--- src/rtl/sierpinski_pkg.sv ---
// Shared definitions for the Sierpinski row sequencer: LFSR geometry, taps, FSM states and
// the LFSR next-state function.
package sierpinski_pkg;

    localparam int unsigned LFSR_W = 14;
    localparam logic [LFSR_W-1:0] LFSR_SEED_DEFAULT = 14'h0001;

    localparam int unsigned TAP_A = 13;
    localparam int unsigned TAP_B = 12;
    localparam int unsigned TAP_C = 11;
    localparam int unsigned TAP_D = 1;

    typedef enum logic [2:0] {
        IDLE,
        LOAD,
        STREAM,
        WAIT,
        DONE
    } seq_state_e;

    function automatic logic [LFSR_W-1:0] lfsr_next(input logic [LFSR_W-1:0] cur);
        return {cur[LFSR_W-2:0], cur[TAP_A] ^ cur[TAP_B] ^ cur[TAP_C] ^ cur[TAP_D]};
    endfunction

    // An all-zero seed would lock the LFSR, so it is replaced by the default seed.
    function automatic logic [LFSR_W-1:0] seed_fix(input logic [LFSR_W-1:0] s);
        return (s == '0) ? LFSR_SEED_DEFAULT : s;
    endfunction

endpackage

--- src/rtl/sierpinski_row_sequencer_if.sv ---
// Row stream between the sequencer (master) and the display/output stage (slave).
interface sierpinski_row_sequencer_if #(
    parameter int unsigned ROW_W = 8
);

    logic [sierpinski_pkg::LFSR_W-1:0] row_data;
    logic                              row_valid;
    logic                              row_ready;
    logic                              row_last;
    logic [ROW_W-1:0]                  row_index;

    modport master (
        output row_data,
        output row_valid,
        output row_last,
        output row_index,
        input  row_ready
    );

    modport slave (
        input  row_data,
        input  row_valid,
        input  row_last,
        input  row_index,
        output row_ready
    );

endinterface

--- src/rtl/sierpinski_lfsr_core.sv ---
// 14-bit Sierpinski LFSR register: synchronous load has priority over step; holds otherwise.
module sierpinski_lfsr_core
    import sierpinski_pkg::*;
(
    input  logic              clk,
    input  logic              rst_n,
    input  logic              load,
    input  logic [LFSR_W-1:0] load_val,
    input  logic              step,
    output logic [LFSR_W-1:0] lfsr
);

    logic [LFSR_W-1:0] lfsr_q;
    logic [LFSR_W-1:0] lfsr_d;

    always_comb begin
        lfsr_d = lfsr_q;
        if (load) begin
            lfsr_d = load_val;
        end else if (step) begin
            lfsr_d = lfsr_next(lfsr_q);
        end
    end

    always_ff @(posedge clk or negedge rst_n) begin
        if (!rst_n) begin
            lfsr_q <= LFSR_SEED_DEFAULT;
        end else begin
            lfsr_q <= lfsr_d;
        end
    end

    assign lfsr = lfsr_q;

endmodule

--- src/rtl/sierpinski_row_sequencer.sv ---
// Run controller for the Sierpinski LFSR: seeds it, paces rows over a valid/ready stream and
// signals completion.
module sierpinski_row_sequencer
    import sierpinski_pkg::*;
#(
    parameter int unsigned ROW_W = 8,
    parameter int unsigned DIV_W = 8
) (
    input  logic                       clk,
    input  logic                       rst_n,
    input  logic                       start,
    input  logic                       abort,
    input  logic [LFSR_W-1:0]          seed,
    input  logic [ROW_W-1:0]           row_count,
    input  logic [DIV_W-1:0]           step_div,
    sierpinski_row_sequencer_if.master row_if,
    output logic                       busy,
    output logic                       done
);

    seq_state_e        state_q, state_d;
    logic [ROW_W-1:0]  row_index_q, row_index_d;
    logic [ROW_W-1:0]  count_q, count_d;
    logic [DIV_W-1:0]  div_q, div_d;
    logic [DIV_W-1:0]  divider_q, divider_d;
    logic [LFSR_W-1:0] seed_q, seed_d;

    logic              lfsr_load;
    logic              lfsr_step;
    logic [LFSR_W-1:0] lfsr;
    logic              is_last;
    logic              handshake;
    logic              run_active;

    assign is_last    = (row_index_q == (count_q - ROW_W'(1)));
    assign handshake  = (state_q == STREAM) && row_if.row_ready;
    assign run_active = (state_q == LOAD) || (state_q == STREAM) || (state_q == WAIT);

    always_comb begin
        state_d     = state_q;
        row_index_d = row_index_q;
        count_d     = count_q;
        div_d       = div_q;
        divider_d   = divider_q;
        seed_d      = seed_q;
        lfsr_load   = 1'b0;
        lfsr_step   = 1'b0;

        unique case (state_q)
            IDLE: begin
                if (start && !abort) begin
                    seed_d  = seed_fix(seed);
                    count_d = row_count;
                    div_d   = (step_div == '0) ? DIV_W'(1) : step_div;
                    state_d = (row_count == '0) ? DONE : LOAD;
                end
            end
            LOAD: begin
                lfsr_load   = 1'b1;
                row_index_d = '0;
                divider_d   = '0;
                state_d     = STREAM;
            end
            STREAM: begin
                if (handshake) begin
                    if (is_last) begin
                        state_d = DONE;
                    end else begin
                        lfsr_step   = 1'b1;
                        row_index_d = row_index_q + ROW_W'(1);
                        divider_d   = div_q - DIV_W'(1);
                        state_d     = (div_q == DIV_W'(1)) ? STREAM : WAIT;
                    end
                end
            end
            WAIT: begin
                // Leaving on the cycle the divider expires gives exactly div cycles between beats.
                divider_d = divider_q - DIV_W'(1);
                if (divider_q <= DIV_W'(1)) begin
                    state_d = STREAM;
                end
            end
            DONE: begin
                state_d = IDLE;
            end
            default: begin
                state_d = IDLE;
            end
        endcase

        // Abort wins over everything in a busy state and discards the in-flight row.
        if (abort && run_active) begin
            state_d     = IDLE;
            lfsr_load   = 1'b0;
            lfsr_step   = 1'b0;
            row_index_d = row_index_q;
            divider_d   = '0;
        end
    end

    always_ff @(posedge clk or negedge rst_n) begin
        if (!rst_n) begin
            state_q     <= IDLE;
            row_index_q <= '0;
            count_q     <= '0;
            div_q       <= '0;
            divider_q   <= '0;
            seed_q      <= LFSR_SEED_DEFAULT;
        end else begin
            state_q     <= state_d;
            row_index_q <= row_index_d;
            count_q     <= count_d;
            div_q       <= div_d;
            divider_q   <= divider_d;
            seed_q      <= seed_d;
        end
    end

    sierpinski_lfsr_core u_lfsr (
        .clk      (clk),
        .rst_n    (rst_n),
        .load     (lfsr_load),
        .load_val (seed_q),
        .step     (lfsr_step),
        .lfsr     (lfsr)
    );

    assign row_if.row_data  = lfsr;
    assign row_if.row_valid = (state_q == STREAM);
    assign row_if.row_last  = (state_q == STREAM) && is_last;
    assign row_if.row_index = row_index_q;
    assign busy             = run_active;
    assign done             = (state_q == DONE);

    a_stall_stable: assert property (
        @(posedge clk) disable iff (!rst_n)
        (row_if.row_valid && !row_if.row_ready && !abort)
            |=> ($stable(row_if.row_data) && $stable(row_if.row_index) && row_if.row_valid)
    );

    a_index_bounded: assert property (
        @(posedge clk) disable iff (!rst_n)
        row_if.row_valid |-> (row_if.row_index < count_q)
    );

endmodule

--- src/flat_wrapper.sv ---
// flat-port wrapper written by rule: the top's interface ports become plain ports
module sierpinski_row_sequencer_flat import sierpinski_pkg::*;
#(
    parameter int unsigned ROW_W = 8,
    parameter int unsigned DIV_W = 8
)
  (clk, rst_n, start, abort, seed, row_count, step_div, busy, done, row_if_row_data, row_if_row_valid, row_if_row_last, row_if_row_index, row_if_row_ready);
  sierpinski_row_sequencer_if #(.ROW_W(ROW_W)) row_if_i ();
  input  logic clk;
  input  logic rst_n;
  input  logic start;
  input  logic abort;
  input  logic [LFSR_W-1:0] seed;
  input  logic [ROW_W-1:0] row_count;
  input  logic [DIV_W-1:0] step_div;
  output logic busy;
  output logic done;
  output wire logic [$bits(row_if_i.row_data)-1:0] row_if_row_data;
  output wire logic [$bits(row_if_i.row_valid)-1:0] row_if_row_valid;
  output wire logic [$bits(row_if_i.row_last)-1:0] row_if_row_last;
  output wire logic [$bits(row_if_i.row_index)-1:0] row_if_row_index;
  input wire logic [$bits(row_if_i.row_ready)-1:0] row_if_row_ready;
  assign row_if_row_data = row_if_i.row_data;
  assign row_if_row_valid = row_if_i.row_valid;
  assign row_if_row_last = row_if_i.row_last;
  assign row_if_row_index = row_if_i.row_index;
  assign row_if_i.row_ready = row_if_row_ready;
  sierpinski_row_sequencer #(.ROW_W(ROW_W), .DIV_W(DIV_W)) u_core (.clk(clk), .rst_n(rst_n), .start(start), .abort(abort), .seed(seed), .row_count(row_count), .step_div(step_div), .row_if(row_if_i), .busy(busy), .done(done));
endmodule
--- config.mk ---
export PLATFORM = sky130hd
export DESIGN_NAME = sierpinski_row_sequencer_flat
export DESIGN_NICKNAME = d
export VERILOG_FILES = /design/src/rtl/sierpinski_pkg.sv /design/src/rtl/sierpinski_row_sequencer_if.sv /design/src/rtl/sierpinski_lfsr_core.sv /design/src/rtl/sierpinski_row_sequencer.sv /design/src/flat_wrapper.sv
export SDC_FILE = /design/constraint.sdc
export NUM_CORES = 1
export LEC_CHECK = 0
export BUFFER_PORTS_ARGS = -buffer_cell sky130_fd_sc_hd__buf_2
export CAP_MARGIN = 20
export CORE_MARGIN = 1
export CORE_UTILIZATION = 40
export DETAILED_ROUTE_END_ITERATION = 8
export GPL_TIMING_DRIVEN = 0
export PLACE_DENSITY = 0.64
export SYNTH_ARGS = -nofsm -noshare
export SYNTH_HDL_FRONTEND = slang
export SYNTH_HIERARCHICAL = 1
export SYNTH_SLANG_ARGS = --single-unit
--- constraint.sdc ---
create_clock -name clk -period 3.27 [get_ports clk]
set_input_delay 0.4905 -clock clk [delete_from_list [all_inputs] [get_ports clk]]
set_output_delay 0.4905 -clock clk [all_outputs]
set_load 0.1 [all_outputs]
==> impl_metrics.py <==
metrics = {
    "logic_synthesis": {
        "netlist-cell-type-count": 63,
        "async_reset_ff_share_pct": 100,
        "synth_warnings": 6,
        "synth.ff_latch_count": 63,
        "synth_edf_count": 0,
        "syn_nets": 391,
        "syn_area_um2": 3580,
        "seq_area_frac_synth_pct": 44.1,
        "synthCells": 350,
        "syn-mean-instance-area_um2": 10.2,
        "synth_flop_cell": "dfrtp_1",
    },
    "worst_setup_path": {
        "crit_path_start": "u_core/state_q[1]",
        "worst_setup_path_start_kind": "flop",
        "end_kind": "output pin",
        "r2r-start": "u_core/state_q[1]",
        "crit_arrival_ps": 2530,
        "cp.required_ps": 2780,
        "path_max_fanout": 10,
        "critical_path_class": "flop to output pin",
    },
    "finish": {
        "postLayoutCellArea_um2": 4290,
        "layout_commonest_cell": "dfrtp_1",
        "nFillCells": 826,
        "final_cell_mix": "dfrtp_1, buf_2, nand2_1, mux2_2, nor2_1",
        "drive_gt1_share_pct": 29.4,
        "nNetsFinal": 464,
        "syn_to_final_growth_pct": 19.7,
        "seqCellArea_um2": 1580,
        "multi_input_area_um2": 1860,
        "antenna_cells": 0,
    },
    "sta": {
        "timing.final.crit_share_pct": 92.5,
        "clock_skew_ps": 6.74,
        "hold_ws_ps": 236,
        "finalMaxSlewViolations": 0,
        "rsz0062_at_grt": "false",
        "period_needed_ps": 3020,
        "worst_slack_ps": 246,
        "hold_viol_final": 0,
        "worst_pin_slew_ps": 813,
        "setup_viol": 0,
        "timing.setup.tns_ps": 0,
        "relSlewSlack_pct": 45.8,
        "clock.fmax_ghz": 0.331,
    },
    "placement": {
        "place_congestion": 0.859,
        "pre_cts_ws_ps": 286,
        "postPlaceCellArea_um2": 4030,
        "io_buffers": 60,
        "dp.final_hpwl_um": 6400,
    },
    "cts": {
        "clock_path_buffers": 2,
        "cts_tree": "built",
        "clk_pin_slew_ps": 70,
        "clk_latency_ps": 350,
        "cts.sinks": 63,
        "postCtsHoldBufs": 0,
        "cts_inserted_buffers": 9,
        "root_buffer": "clkbuf_8",
        "cts_max_level": 3,
    },
    "drt": {
        "dr.pass1.iters": 5,
        "first_iter_violations": 150,
        "avgViaCountPerCell": 5.60,
        "avgRoutedWirePerCell_um": 16.2,
        "ant_nets": 0,
        "vias": 3004,
        "drt_wl_total_um": 8670,
        "drc": 0,
    },
    "pwr": {
        "swShare_pct": 49.5,
        "p_per_area_nw_per_um2": 1160,
        "clockPowerShare_pct": 17.0,
        "p_leak_uw": 0.00191,
        "power_frac_comb_pct": 53.2,
        "pwr-share-seq_pct": 29.8,
        "internal-power_uw": 2500,
        "peakVddDrop_mv": 0.622,
        "netSwitchingPower_uw": 2450,
    },
    "floorplan": {
        "die_area_um2": 9340,
        "initial_core_util_pct": 41.3,
        "dieWidth_um": 96.6,
        "fp.dieH_um": 96.6,
        "ios": 61,
        "coreArea_um2": 8680,
        "rows": 34,
    },
    "global_route": {
        "grt-ovfl-total": 0,
        "grt.total_usage_pct": 19.7,
        "grt_max_degree": 64,
        "antenna_found_initial": 0,
        "grt_pass1_wl_um": 14700,
        "grt_pass1_vias": 2988,
    },
    "outcome": {
        "outcome": "finished, final reports clean",
    },
    "run": {
        "cap_violations": 0,
    },
    "worst_hold_path": {
        "hold_path_class": "input pin to async pin",
    },
}
[power groups by stage]
stage               combinational (uW)  sequential [uW]  clock, uW
finish                            2640             1480        842
global route                      2830             1530        897
CTS                               2630             1480        858
detailed placement                2620             1490          0
global placement                  2570             1470          0
floorplan                         1430             2130          0
[timing repair]
item,in CTS,in global routing
pin swaps,0,1
resized for setup,2,2
endpoints found under the setup margin,2,2
setup buffers,0,1
[worst paths after layout]
| path | endpoint | slack [ps] | cells past startpoint |
|---|---|---|---|
| min in group clk | u_core/count_q[3] | 390 | 2 |
| max in group asynchronous | u_core/seed_q[5] | 2510 | 1 |
| worst min register to register | u_core/seed_q[0] | 490 | 2 |
| worst min-delay path | u_core/row_if.row_index[4] | 240 | 1 |
| worst max register to register | u_core/u_lfsr/lfsr[5] | 620 | 9 |
| worst max-delay path | row_if_row_valid | 250 | 6 |
[cells by family after synthesis]
family                     count (synthesis)  share of synthesized area (%)
and+or+nand+nor                          117                           18.0
AOI/OAI and AO/OA                         73                           14.1
DFF                                       63                           44.1
muxes                                     44                           13.4
buffers and inverters                     29                           3.98
xor gates and xnor gates                  18                           4.40
adders and majority gates                  6                           2.10
[layout make-up]
cell class                      count  area share, %
Multi-Input combinational cell    258           43.4
Sequential cell                    63           36.8
Timing Repair Buffer               62           7.53
Clock buffer                       11           3.30
Tap cell                          108           3.15
Clock inverter                      5           2.45
Buffer                             15           2.13
Inverter                           14           1.23
[Yosys cell counts, drive strengths merged (3+ instances only)]
cell type | instances | area share [%]
mux2i | 13 | 3.6
nand3 | 6 | 0.84
dfrtp | 61 | 43
nor3 | 11 | 1.5
a211oi | 4 | 0.84
and2 | 4 | 0.70
a21oi | 13 | 1.8
mux2 | 31 | 9.7
nor2 | 16 | 1.7
o211ai | 3 | 0.63
buf | 7 | 1.6
inv | 13 | 1.4
nor4 | 9 | 2.0
nand3b | 4 | 0.84
xor2 | 10 | 2.4
and3 | 3 | 0.52
clkbuf | 8 | 0.94
o21ai | 23 | 3.2
nand2b | 4 | 0.70
a32oi | 3 | 0.73
and3b | 3 | 0.84
nand2 | 36 | 3.8
o32ai | 5 | 1.2
or4 | 3 | 0.73
xnor2 | 8 | 2.0
and4 | 3 | 0.73
ha | 6 | 2.1
o22ai | 5 | 0.87
[routing by layer]
layer	share of wire [%]	track usage, %	up-vias
met5	0	0	-
met1	46	26.5	1466
met3	5.6	4.05	12
li1	-	-	1435
met4	1.9	8.84	0
met2	47	30.6	91
[stage by stage]
stage                     utilization [%]  total power (uW)  cells
after floorplan                         -              3560    350
after global placement               46.3              4040    518
after detailed placement             46.4              4110    519
after CTS                            49.3              4970    535
after global routing                 49.4              5260    536
final                                49.4              4960    536
[registers in the layout (all words and copies together), names as in the netlist]
signal,flops
u_core/row_if.row_index,8
u_core/count_q,8
u_core/seed_q,14
u_core/divider_q,8
u_core/div_q,8
u_core/state_q,3
u_core/u_lfsr/lfsr,14
[worst max-delay path: stages (launching register included)]
cell	delay (ps)
dfrtp_1	320
clkbuf_1	270
or3b_2	470
clkbuf_1	210
inv_1	270
clkbuf_2	300
buf_4	340
Power figures use the tool's default switching activity.
